### src/rtl/computer_move_engine.sv
// computer_move_engine: picks the computer's next tic-tac-toe cell from a
// snapshot of the board. The search order is winning line, then blocking
// line, then a fixed preference order. One line or slot is examined per cycle.
module computer_move_engine #(
  parameter logic [1:0]  COM_CODE      = 2'b10,
  parameter logic [1:0]  PLY_CODE      = 2'b01,
  parameter int unsigned PREFER_CENTER = 1
) (
  input  logic       clock,
  input  logic       reset,
  input  logic       start,
  input  logic [1:0] p1,
  input  logic [1:0] p2,
  input  logic [1:0] p3,
  input  logic [1:0] p4,
  input  logic [1:0] p5,
  input  logic [1:0] p6,
  input  logic [1:0] p7,
  input  logic [1:0] p8,
  input  logic [1:0] p9,
  output logic [3:0] com_position,
  output logic       pc,
  output logic       no_move,
  output logic       busy
);

  localparam int unsigned NUM_CELLS = 9;
  localparam int unsigned CELL_W    = 4;
  localparam int unsigned LINE_W    = 3;
  localparam int unsigned SLOT_W    = 4;

  localparam logic [LINE_W-1:0] LAST_LINE = LINE_W'(7);
  localparam logic [SLOT_W-1:0] LAST_SLOT = SLOT_W'(8);
  localparam logic [1:0]        EMPTY     = 2'b00;

  localparam logic [1:0] IDLE        = 2'd0;
  localparam logic [1:0] SCAN_WIN    = 2'd1;
  localparam logic [1:0] SCAN_BLOCK  = 2'd2;
  localparam logic [1:0] SCAN_STATIC = 2'd3;

  // Registered state
  logic [1:0]                 state;
  logic [LINE_W-1:0]          line_idx;
  logic [SLOT_W-1:0]          slot_idx;
  logic [NUM_CELLS-1:0][1:0]  snap;

  // Next-state values
  logic [1:0]                 state_nxt;
  logic [LINE_W-1:0]          line_idx_nxt;
  logic [SLOT_W-1:0]          slot_idx_nxt;
  logic [NUM_CELLS-1:0][1:0]  snap_nxt;
  logic [CELL_W-1:0]          com_position_nxt;
  logic                       pc_nxt;
  logic                       no_move_nxt;
  logic                       busy_nxt;

  // Line evaluation signals
  logic [3*CELL_W-1:0]        line_cells_c;
  logic [CELL_W-1:0]          cell_a_c;
  logic [CELL_W-1:0]          cell_b_c;
  logic [CELL_W-1:0]          cell_c_c;
  logic [1:0]                 scan_code_c;
  logic [CELL_W:0]            line_result_c;
  logic                       line_hit_c;
  logic [CELL_W-1:0]          line_cell_c;

  // Static preference signals
  logic [CELL_W-1:0]          static_cell_c;
  logic                       static_free_c;

  // Cell indices of the three cells making up line idx
  function automatic logic [3*CELL_W-1:0] line_cells(input logic [LINE_W-1:0] idx);
    case (idx)
      LINE_W'(0): line_cells = {CELL_W'(0), CELL_W'(1), CELL_W'(2)};
      LINE_W'(1): line_cells = {CELL_W'(3), CELL_W'(4), CELL_W'(5)};
      LINE_W'(2): line_cells = {CELL_W'(6), CELL_W'(7), CELL_W'(8)};
      LINE_W'(3): line_cells = {CELL_W'(0), CELL_W'(3), CELL_W'(6)};
      LINE_W'(4): line_cells = {CELL_W'(1), CELL_W'(4), CELL_W'(7)};
      LINE_W'(5): line_cells = {CELL_W'(2), CELL_W'(5), CELL_W'(8)};
      LINE_W'(6): line_cells = {CELL_W'(0), CELL_W'(4), CELL_W'(8)};
      default:    line_cells = {CELL_W'(2), CELL_W'(4), CELL_W'(6)};
    endcase
  endfunction

  // Hit when exactly two cells hold code and the third is empty; a cell
  // holding 11 matches neither, so such a line can never hit
  function automatic logic [CELL_W:0] line_hit(
    input logic [1:0]        va,
    input logic [1:0]        vb,
    input logic [1:0]        vc,
    input logic [CELL_W-1:0] ca,
    input logic [CELL_W-1:0] cb,
    input logic [CELL_W-1:0] cc,
    input logic [1:0]        code
  );
    line_hit = '0;
    if (va == code && vb == code && vc == EMPTY) begin
      line_hit = {1'b1, cc};
    end else if (va == code && vc == code && vb == EMPTY) begin
      line_hit = {1'b1, cb};
    end else if (vb == code && vc == code && va == EMPTY) begin
      line_hit = {1'b1, ca};
    end
  endfunction

  // Static preference order: centre first or corners first
  function automatic logic [CELL_W-1:0] static_cell(input logic [SLOT_W-1:0] slot);
    static_cell = '0;
    if (PREFER_CENTER != 0) begin
      case (slot)
        SLOT_W'(0): static_cell = CELL_W'(4);
        SLOT_W'(1): static_cell = CELL_W'(0);
        SLOT_W'(2): static_cell = CELL_W'(2);
        SLOT_W'(3): static_cell = CELL_W'(6);
        SLOT_W'(4): static_cell = CELL_W'(8);
        SLOT_W'(5): static_cell = CELL_W'(1);
        SLOT_W'(6): static_cell = CELL_W'(3);
        SLOT_W'(7): static_cell = CELL_W'(5);
        default:    static_cell = CELL_W'(7);
      endcase
    end else begin
      case (slot)
        SLOT_W'(0): static_cell = CELL_W'(0);
        SLOT_W'(1): static_cell = CELL_W'(2);
        SLOT_W'(2): static_cell = CELL_W'(6);
        SLOT_W'(3): static_cell = CELL_W'(8);
        SLOT_W'(4): static_cell = CELL_W'(4);
        SLOT_W'(5): static_cell = CELL_W'(1);
        SLOT_W'(6): static_cell = CELL_W'(3);
        SLOT_W'(7): static_cell = CELL_W'(5);
        default:    static_cell = CELL_W'(7);
      endcase
    end
  endfunction

  // Evaluate the current line and static slot against the snapshot
  always_comb begin
    line_cells_c  = line_cells(line_idx);
    cell_a_c      = line_cells_c[3*CELL_W-1:2*CELL_W];
    cell_b_c      = line_cells_c[2*CELL_W-1:CELL_W];
    cell_c_c      = line_cells_c[CELL_W-1:0];
    scan_code_c   = (state == SCAN_BLOCK) ? PLY_CODE : COM_CODE;
    line_result_c = line_hit(snap[cell_a_c], snap[cell_b_c], snap[cell_c_c],
                             cell_a_c, cell_b_c, cell_c_c, scan_code_c);
    line_hit_c    = line_result_c[CELL_W];
    line_cell_c   = line_result_c[CELL_W-1:0];
    static_cell_c = static_cell(slot_idx);
    static_free_c = (snap[static_cell_c] == EMPTY);
  end

  // Next-state and registered-output logic
  always_comb begin
    state_nxt        = state;
    line_idx_nxt     = line_idx;
    slot_idx_nxt     = slot_idx;
    snap_nxt         = snap;
    com_position_nxt = com_position;
    pc_nxt           = 1'b0;
    no_move_nxt      = 1'b0;
    busy_nxt         = busy;

    case (state)
      IDLE: begin
        if (start) begin
          snap_nxt     = {p9, p8, p7, p6, p5, p4, p3, p2, p1};
          busy_nxt     = 1'b1;
          line_idx_nxt = '0;
          state_nxt    = SCAN_WIN;
        end
      end

      SCAN_WIN, SCAN_BLOCK: begin
        if (line_hit_c) begin
          com_position_nxt = line_cell_c;
          pc_nxt           = 1'b1;
          busy_nxt         = 1'b0;
          state_nxt        = IDLE;
        end else if (line_idx == LAST_LINE) begin
          line_idx_nxt = '0;
          if (state == SCAN_WIN) begin
            state_nxt = SCAN_BLOCK;
          end else begin
            slot_idx_nxt = '0;
            state_nxt    = SCAN_STATIC;
          end
        end else begin
          line_idx_nxt = line_idx + LINE_W'(1);
        end
      end

      SCAN_STATIC: begin
        if (static_free_c) begin
          com_position_nxt = static_cell_c;
          pc_nxt           = 1'b1;
          busy_nxt         = 1'b0;
          state_nxt        = IDLE;
        end else if (slot_idx == LAST_SLOT) begin
          no_move_nxt = 1'b1;
          busy_nxt    = 1'b0;
          state_nxt   = IDLE;
        end else begin
          slot_idx_nxt = slot_idx + SLOT_W'(1);
        end
      end

      default: begin
        busy_nxt  = 1'b0;
        state_nxt = IDLE;
      end
    endcase
  end

  // State and output registers
  always_ff @(posedge clock or posedge reset) begin
    if (reset) begin
      state        <= IDLE;
      line_idx     <= '0;
      slot_idx     <= '0;
      snap         <= '0;
      com_position <= '0;
      pc           <= 1'b0;
      no_move      <= 1'b0;
      busy         <= 1'b0;
    end else begin
      state        <= state_nxt;
      line_idx     <= line_idx_nxt;
      slot_idx     <= slot_idx_nxt;
      snap         <= snap_nxt;
      com_position <= com_position_nxt;
      pc           <= pc_nxt;
      no_move      <= no_move_nxt;
      busy         <= busy_nxt;
    end
  end

endmodule

### config.mk
export PLATFORM = sky130hd
export DESIGN_NAME = computer_move_engine
export DESIGN_NICKNAME = d
export VERILOG_FILES = /design/src/rtl/computer_move_engine.sv
export SDC_FILE = /design/constraint.sdc
export NUM_CORES = 1
export LEC_CHECK = 0
export CAP_MARGIN = 20
export CORE_MARGIN = 4
export CORE_UTILIZATION = 57
export DETAILED_ROUTE_END_ITERATION = 6
export PLACE_DENSITY = 0.81
export RECOVER_POWER = 100
export SLEW_MARGIN = 0
export SYNTH_ARGS = -nofsm -noshare
export SYNTH_HDL_FRONTEND = slang
export SYNTH_SLANG_ARGS = --single-unit
### constraint.sdc
create_clock -name clock -period 10.3 [get_ports clock]
set_input_delay 2.575 -clock clock [delete_from_list [all_inputs] [get_ports clock]]
set_output_delay 2.575 -clock clock [all_outputs]
set_load 0.005 [all_outputs]
======== Word level (Yosys, flattened, before mapping) ========
Memories as Yosys holds them, arrays and structs flattened.
Cells that the tools add are included.
word-level totals
  flip-flop bits (word level) ............. 34
  bits in read-only memories .............. 32
  input port bits ......................... 21
  output and inout bits ................... 7
  word-level logic and storage cells ...... 113
  memories ................................ 1
memory list
  memory           depth  width  rd ports  clocked after memory_dff  wr ports  line  text
  (no name shown)  8      4      1         0                         0         110   case (slot)
cells by class
  add/sub/neg operators ................... 2
  order comparisons ....................... 4
  equality and inequality tests ........... 24
  multiplexer cells ....................... 45
  reductions and logical operators ........ 21
operator list
  operator               count
  $pmux W11 S7           1
  $bmux W2 S4            4
  $mux W4                8
  $lt A4 B5 Y1 const B   4
  $mux W2                10
  $ne A2 B2 Y1 const B   8
  $pmux W4 S2            2
  $mux W5                3
  $eq A3 B3 Y1 const B   4
  $reduce_and A3 Y1      4
  $logic_not A2 Y1       5
  $mux W1                10
  $mux W3                3
  $eq A2 B2 Y1           3
  $eq A3 B2 Y1 const B   2
  $logic_and A1 B1 Y1    6
  $ne A3 B3 Y1 const B   2
  $pmux W2 S3            1
  $pmux W3 S2            1
  $reduce_and A6 Y1      1
  $add A4 B1 Y4 const B  1
  $eq A2 B2 Y1 const B   2
  $eq A4 B4 Y1 const B   1
  $reduce_bool A2 Y1     2
  8 further kinds        8

======== Depth between registers and ports, before layout ========
  word-level depth ........................ 12
  depth in mapped cells ................... 13
  gate-level depth less buffers ........... 11

======== Worst setup path before layout ========
Ideal clock, no wire load.
  kind .................................... input to register
  start point ............................. input port start
  end point ............................... register snap[0] in the netlist's numbering
  data arrival time ....................... 3521 ps
  required time ........................... 10175 ps
  slack ................................... 6655 ps
  stages on the path ...................... 3
  cell sequence ........................... nand2_1 > clkbuf_1 > mux2_2
between the ends
  cells in the longest elaborated chain, start to end .. 1
ends and longest elaborated chain
  element                      line  text
  from (decl)                  11    input logic start,
  $reduce_and A2 Y1 (no line)  n/a
  to (signal assigned)         228   snap <= snap_nxt;
  to (decl)                    45    logic [NUM_CELLS-1:0][1:0] snap;
No other way between the ends.
A chain may end at the register's enable or synchronous reset.

======== Worst setup path after layout ========
  start point ............................. register line_idx[2]
  end point ............................... register com_position[1]
between the ends
  cells in the longest elaborated chain, start to end .. 12
  elaborated cells on any way between the ends .. 33
  those cells by class .................... 10 x eq/ne; 12 x mux; 11 x reduce/logical
ends and longest elaborated chain
  element                                                  line         text
  from (decl)                                              43           logic [LINE_W-1:0] line_idx;
  from (signal assigned)                                   226          line_idx <= line_idx_nxt;
  $eq A3 B3 Y1, or another cell as far along               73           case (idx)
  $pmux W11 S7 (*)                                         73
  $bmux W2 S4                                              143          line_result_c = line_hit(snap[cell_a_c], snap[cell_b_c], snap[cell_c_c],
  $mux W2 (not written as such)                            143
  $eq A2 B2 Y1, on equally long branches                   97, 101, 99
  $logic_and A1 B1 Y1 (2 in a row)                         101          end else if (vb == code && vc == code && va == EMPTY) begin
  $mux W5                                                  101
  $mux W5                                                  99           end else if (va == code && vc == code && vb == EMPTY) begin
  $mux W5 (*)                                              97           if (va == code && vb == code && vc == EMPTY) begin
  $mux W4 / $ne A2 B2 Y1 (equally long branches)           n/a
  $pmux W4 S2 / $reduce_and A3 Y1 (equally long branches)  n/a
  to (signal assigned)                                     229          com_position <= com_position_nxt;
  to (decl)                                                21           output logic [3:0] com_position,
Mark *: on every way between the ends. The rest lies on a longest branch, timed or not. The select of a mux whose other input is x is not followed.

==> impl_metrics.yaml <==
timing:
  worstMarginPinSlew_ps: 1810
  fin_hold_ws_ps: 493
  fin_ws_ps: 5770
  period_needed_ps: 4530
  hold_viol: 0
  clock_skew_ps: 6.41
  post-route-period-util_pct: 44.0
  rsz0062_at_grt: "false"
  timing.final.max_slew_violations: 35
  setup_viol: 0
  slew_headroom_pct: -20.8
  tns_ps: 0
  fmax_mhz: 221
setup_path:
  reg2reg_setup_slack_ps: 5770
  worstPathRequired_ps: 10470
  r2r_end: "com_position[1]"
  crit_path_start_kind: "register"
  r2r_start: "line_idx[2]"
  cp_data_arrival_time_ps: 4700
  crit_type: "reg2reg"
  startpoint: "line_idx[2]"
  end_kind: "register"
  reg2regPathDepth: 10
  critPathMaxFanout: 19
synth:
  syn_area_um2: 2660
  synthCells: 270
  yosysSeqAreaShare_pct: 32.0
  synth-edff-count: 0
  synthFlopType: "dfrtp_1"
  ys_ff_latch: 34
  synth.avg_cell_area_um2: 9.83
  synthArstFlopShare_pct: 100
  syn_nets: 306
  synth.distinct_cells: 65
  yosysWarnings: 0
pwr:
  p_leak_nw: 1.30
  power_per_cell_area_nw_per_um2: 359
  p_switching_mw: 0.498
  swShare_pct: 46.1
  internal_power_mw: 0.583
  seq_power_share_pct: 24.7
  peakVddDrop_mv: 0.173
  clockPowerShare_pct: 11.0
  p_comb_share_pct: 64.3
  power_mw: 1.08
route:
  drt-vias-per-instance: 6.58
  firstDrtPassIters: 5
  via_count: 2284
  ant_nets: 0
  avgRoutedWirePerCell_um: 18.1
  remaining_drc_errors: 0
  drt_iter0_markers: 185
  wirelength_um: 6270
place:
  place_area_um2: 2940
  gp_congestion: 0.958
  post-place-ws_ps: 6110
  portBuffers: 27
  dp_hpwl_um: 4700
floorplanning:
  die_h_um: 76.3
  coreArea_um2: 4440
  rows: 24
  start_util_pct: 59.7
  die_w_um: 76.3
  die_area_um2: 5810
  boundaryPins: 28
min_path:
  min_to: "busy"
  hold_class: "reg2reg"
  min_path_cells: 1
  worstHoldStart: "busy"
final_layout:
  final_cell_mix: "34 x dfrtp_1, 23 x nor2_1, 18 x mux2_2, 18 x clkdlybuf4s50_1, 17 x nand2_1"
  nNetsFinal: 330
  mostFrequentLayoutCell: "dfrtp_1"
  design_area_um2: 3010
  drive_gt1_share_pct: 12.5
  area_delta_synth_final_pct: 13.4
  antenna_cells: 0
clock_tree:
  cts_sinks: 34
  cts-buffers-inserted: 5
  clk_path_buf_depth: 2
  clk_latency_ps: 290
  cts_setup_buffers: 0
  htree_levels: 2
  ctsRootBufferMaster: "clkbuf_8"
  cts_tree: "yes"
  ctsHoldBuffers: 0
  ctsResizeCount: 0
  path_clk_slew_ps: 70
flow_run:
  maxCapViolations: 1
global_routing:
  grt_pass1_vias: 2136
  grt_pass1_wl_um: 10400
  grt_antenna_before_repair: 0
  grt_start_max_net_pins: 35
  gr-total-overflow: 0
  grtUsageTotal_pct: 22.1
outcome:
  status: "finished with violations"
  violations: "max-capacitance violations, max-slew violations"
-- synth_stat cells, drive strengths merged, types with 4 or more instances --
master | count | area share, %
buf | 5 | 1.3
ha | 15 | 7.1
o21ai | 7 | 1.3
nor2 | 23 | 3.3
mux4 | 4 | 3.4
a211o | 5 | 1.6
nand3 | 9 | 2.2
inv | 15 | 2.1
nor2b | 5 | 1.5
a221oi | 4 | 1.3
a21oi | 8 | 1.5
nand3b | 6 | 1.7
dfrtp | 34 | 32
nand2 | 17 | 2.4
o21a | 4 | 1.1
clkbuf | 6 | 0.85
mux2i | 13 | 5.0
o221ai | 5 | 1.6
nand2b | 7 | 1.7
a211oi | 4 | 1.1
mux2 | 23 | 9.8
-- power groups by stage --
stage                     Clock [mW]  Combinational [mW]  Sequential [mW]
after floorplan                    0               0.585            0.233
after global placement             0               0.697            0.263
after detailed placement           0               0.704            0.265
after CTS                      0.119               0.709            0.263
after global routing           0.124               0.765            0.271
final                          0.119               0.695            0.267
-- worst max path at each step --
stage | cells past startpoint | to | slack [ps]
floorplan | 3 | snap[0] | 6650
global placement | 3 | snap[0] | 6170
detailed placement | 3 | snap[12] | 6110
CTS | 11 | com_position[1] | 6180
global route | 3 | snap[12] | 5420
finish | 10 | com_position[1] | 5770
-- critical path: stages (launching register included) --
cell and delay, ps:
dfrtp_1 750, inv_1 210, ha_1 400, nor3_1 460, mux4_2 380, a21oi_1 370
or3b_1 380, a221o_1 440, nand3_1 380, o211ai_1 270, mux2_1 370
-- metal layers --
| metal | part of all wire, % | GRT usage [%] | vias to the layer above |
|---|---|---|---|
| li1 | - | - | 1067 |
| met1 | 46 | 31.6 | 1111 |
| met2 | 45 | 33.0 | 92 |
| met5 | 0 | 0 | - |
| met4 | 2.6 | 7.79 | 0 |
| met3 | 6.4 | 4.73 | 14 |
-- state kept, by name (all words and copies together) (netlist names) --
signal	cells
no_move	1
snap	18
state	2
com_position	4
busy	1
pc	1
line_idx	3
slot_idx	4
-- through the flow --
stage | instances | utilization, %
6_report | 347 | 67.8
5_1_grt | 347 | 67.8
4_1_cts | 347 | 68.7
3_5_place_dp | 339 | 66.2
3_3_place_gp | 339 | 66.2
2_1_floorplan | 270 | -
-- cell type report --
| cell class | count | area [um2] |
|---|---|---|
| multi-input combinational | 209 | 1650 |
| fill | 349 | 1430 |
| sequential | 34 | 851 |
| timing repair buffer | 28 | 274 |
| clock buffer | 8 | 110 |
| tap | 52 | 65.1 |
| inverter | 16 | 60.1 |
-- cell families after synthesis --
family | count (synthesis) | synth area share, %
buf+inv | 27 | 4.38
simple gates | 86 | 17.9
mux | 40 | 18.2
compound gates | 68 | 20.5
flops | 34 | 32.0
fa+ha+maj | 15 | 7.07
Power figures use the tool's default switching activity.
==> patch 1: new RTL, same settings <==
`LINE_W`: 3 -> 6.
--- a/src/rtl/computer_move_engine.sv
+++ b/src/rtl/computer_move_engine.sv
@@ -27,5 +27,5 @@
   localparam int unsigned NUM_CELLS = 9;
   localparam int unsigned CELL_W    = 4;
-  localparam int unsigned LINE_W    = 3;
+  localparam int unsigned LINE_W    = 6;
   localparam int unsigned SLOT_W    = 4;
 
Behaviour: same outputs for any inputs over 10 cycles, from zero or initial values and one cycle with reset high; that may be too few to reach the edited logic, so the function may still have changed.
==> patch 1 against the unedited design <==
- the flow still finishes with violations (capacitance limit, slew limit)
- clock skew is 1.6 ps lower
- setup slack worse by 260 ps
- synthesized area is 7.9% higher
- largest cell class unchanged
- die area is 7.0% higher
- final area is 5.0% higher
- first-iteration DRC count is 54% higher
- wire length is 7.6% higher
- sequential cell count is 3 higher
- hold slack better by 0.76 ps
Power is left out: it rests on default switching activity, and per cell area and clock period it moved more than threefold.
==> patch 1: results <==
outcome:
  status: "complete, but fails checks"
  violations: "capacitance limit, slew limit"
place:
  io_buffers: 27
  dp_hpwl_um: 5100
  place_congestion: 0.971
cts:
  cts_made_buffers: 5
  post_cts_buffers: 0
  cts_htree_levels: 2
  worstSkewPairLatency_ps: 290
  cts-root-buf: "clkbuf_8"
  clock_path_buffers: 2
  cts_resized: 0
  clkTransAtPathRegs_ps: 70
synth:
  synthTopCellsByArea: "dfrtp_1 32%, mux2_2 8.3%, ha_1 5.7%"
  synth_fp_nets: 344
  seq_area_frac_synth_pct: 32.3
  yosys-top-cells-count: "37 x dfrtp_1, 21 x inv_1, 21 x mux2_2, 19 x nand3_1, 17 x nor2_1"
  ys_warn_count: 0
  synth_top_area_share_pct: 32.3
  ys_types: 64
  async_flop_share_pct: 100
critical_path:
  slowest_stage: "nand2_1"
  worst_path_largest_cell_delay_ps: 640
  cp.arrival_ps: 4970
  crit_path_max_fanout: 20
  crit_family: "simple AND/OR/NAND/NOR gates"
timing:
  fin_skew_ps: 4.79
  drv_slew: 38
  worstMarginPinSlew_ps: 1920
layout:
  diodes: 0
  fillCellCount: 407
  nets: 362
  top_regs: "snap (18), line_idx (6)"
  drive_gt1_share_pct: 12.5
global_routing:
  grt_usage_pct: 23.4
  grt_max_degree: 38
  grt_pass1_vias: 2378
  grt_pass1_wl_um: 11800
  antenna_found_initial: 0
routing:
  first_iter_violations: 284
  routed_wl_um: 6740
  vias: 2545
  drtPass1Iterations: 6
flow_run:
  maxCapViolCount: 1
hold_path:
  hold_class: "reg2reg"
patch 1: changes by cell type in the layout (fill, tap and decap cells not counted), moves of 6 or more:
| cell | delta |
|---|---|
| a211oi_1 | +10 |
| a21oi_1 | +9 |
| inv_1 | +6 |
| mux2i_1 | -7 |
| nand3_1 | +10 |
| nor2_1 | -6 |
| nor3_1 | +6 |
| o21ai_0 | +10 |
patch 1: metal layers:
layer  global-route usage, %  wire (µm)
met5                       0          0
met4                    7.56         96
met3                    4.08        541
met2                    35.7       3160
met1                    33.8       2940
patch 1: cell type report:
class	instances	area (µm²)	share of cell area, %
multi-input cells	235	1730	54.6
flip-flops and latches	37	926	29.3
well taps	67	83.8	2.65
repair buffers	28	274	8.67
inverters	21	78.8	2.49
clock buffers	5	68.8	2.18
clock inverters	1	5.00	0.158
patch 1: worst paths after layout:
check                                  from  slack [ps]  depth (start not counted)         endpoint
worst max-delay path                  start        5510                          5      line_idx[3]
worst min-delay path                   busy         490                          1             busy
worst max register to register  line_idx[0]        5740                         10  com_position[1]
worst min register to register         busy         490                          1             busy
max in group asynchronous             reset        5770                          3          snap[6]
min in group asynchronous             reset        3410                          3         snap[16]
patch 1: logic make-up after synthesis:
kind of cell / share of synthesized area, %
AOI/OAI and AO/OA: 24.7
and+or+nand+nor: 19.0
buffers and inverters: 5.94
DFF: 32.3
muxes: 12.4
adders and majority gates: 5.68
patch 1: per-stage QoR:
| stage | std cells | utilization [%] | area [µm²] | setup WS [ps] |
|---|---|---|---|---|
| CTS | 394 | 67.0 | 3210 | 5820 |
| floorplan | 310 | - | 2860 | 6490 |
| global route | 394 | 66.1 | 3160 | 5290 |
| finish | 394 | 66.1 | 3160 | 5510 |
| detailed placement | 388 | 65.5 | 3130 | 5500 |
| global placement | 388 | 65.5 | 3130 | 5560 |
==> patch 2: new RTL, same flow settings <==
Made on the original files. Reset style: synchronous (`reset`), changed in one clocked block.
--- a/src/rtl/computer_move_engine.sv
+++ b/src/rtl/computer_move_engine.sv
@@ -212,5 +212,5 @@
 
   // State and output registers
-  always_ff @(posedge clock or posedge reset) begin
+  always_ff @(posedge clock) begin
     if (reset) begin
       state        <= IDLE;
Check against the original RTL: differs if reset is asserted again (counterexample within 4 cycles, from zero or initial values and one cycle with reset high); with reset held inactive, the same outputs for 10 cycles.
==> patch 2 against the unedited design <==
- synthesized area up 6.7%
- critical path depth down 4
- wire length up 13%
- sequential cell count up 4
- synthesized cell count up 33%
- the run still ends with capacitance limit, slew limit left
- final area up 6.3%
- setup slack worse by 850 ps
Power is not compared: it rests on default switching activity, and its combinational part moved more than twofold at a synthesized area within 25%.
==> patch 2: results <==
routing:
  first_iter_violations: 373
  via_per_inst: 6.24
  drtPass1Iterations: 6
synth:
  synthTopCellsByArea: "dfxtp_1 27%, nand2_1 7.2%, ha_1 7.1%"
  ys_types: 69
  yosysMostFrequentCell: "nand2_1"
  synth_fp_nets: 396
  async_flop_share_pct: 0
  yosys_most_used_dff: "dfxtp_1"
timing:
  hold_slack_ps: 493
  max_slew_margin_pct: -5.70
  drv_slew: 39
  fin_skew_ps: 7.52
critical_path:
  crit_family: "buffers and inverters"
  cp.arrival_ps: 5560
  slowest_stage: "clkbuf_1"
  crit_start: "reset"
  r2r_slack_ps: 5220
  worst_path_largest_cell_delay_ps: 1140
hold_path:
  worstHoldEndpoint: "busy"
global_routing:
  grt_pass1_vias: 2497
  grt_max_degree: 39
  grt_pass1_wl_um: 12000
  grt_usage_pct: 23.8
layout:
  nets: 412
  drive_gt1_share_pct: 5.85
flow_run:
  maxCapViolCount: 1
outcome:
  status: "complete, but fails checks"
  violations: "capacitance limit, slew limit"
place:
  dp_hpwl_um: 5230
  place_congestion: 1.03
==> patch 2: power groups by stage <==
stage	sequential [mW]	clock [mW]	combinational [mW]
final	0.176	0.157	0.220
after detailed placement	0.179	0	0.222
after global placement	0.178	0	0.219
after global routing	0.177	0.164	0.243
after floorplan	0.174	0	0.171
after CTS	0.176	0.159	0.224
==> patch 2: per-stage QoR <==
step / worst slack, ps / power [mW] / cell area (µm²) / cells / utilization (%)
6_report: 4920 / 0.553 / 3200 / 443 / 67.3
5_1_grt: 4690 / 0.585 / 3200 / 443 / 67.3
4_1_cts: 5630 / 0.559 / 3250 / 443 / 68.4
3_5_place_dp: 5640 / 0.401 / 3110 / 435 / 65.4
3_3_place_gp: 5810 / 0.398 / 3110 / 435 / 65.4
2_1_floorplan: 6380 / 0.345 / 2830 / 359 / -
==> patch 2: worst max-delay path by stage <==
| stage | to | slack [ps] | cells after the start |
|---|---|---|---|
| floorplan | flip-flop | 6380 | 6 |
| global placement | flip-flop | 5810 | 7 |
| detailed placement | flip-flop | 5640 | 14 |
| CTS | flip-flop | 5630 | 14 |
| global route | flip-flop | 4690 | 6 |
| finish | flip-flop | 4920 | 6 |
==> patch 2: kinds of logic (layout without fill, tap and decap cells) <==
logic type	after synthesis	after routing	synth area share, %
buffers and inverters	41	58	5.96
adder cells (fa/ha/maj)	16	16	7.06
multiplexers	22	22	9.93
flip-flops	38	38	26.8
AND/OR/NAND/NOR	144	144	25.4
AO/OA/AOI/OAI	98	98	24.8
==> patch 2: area by class of cell <==
class,instances,area [µm²]
well taps,67,83.8
multi-input cells,280,1860
fillers,413,1550
repair buffers,28,274
clock inverters,2,60.1
clock buffers,6,82.6
flip-flops and latches,38,761
inverters,22,82.6
==> patch 2: metal layers <==
layer | GRT usage, % | vias to the layer above | share of wire, %
met5 | 0 | - | 0
met4 | 5.77 | 0 | 1.1
met3 | 3.33 | 10 | 8.0
met2 | 38.5 | 123 | 45
met1 | 33.2 | 1285 | 46
li1 | - | 1345 | -
==> patch 2: worst min-delay path, cell delays in order (launching register included) <==
cell and delay, ps:
dfxtp_1 330, mux2i_1 60, nor2_1 70
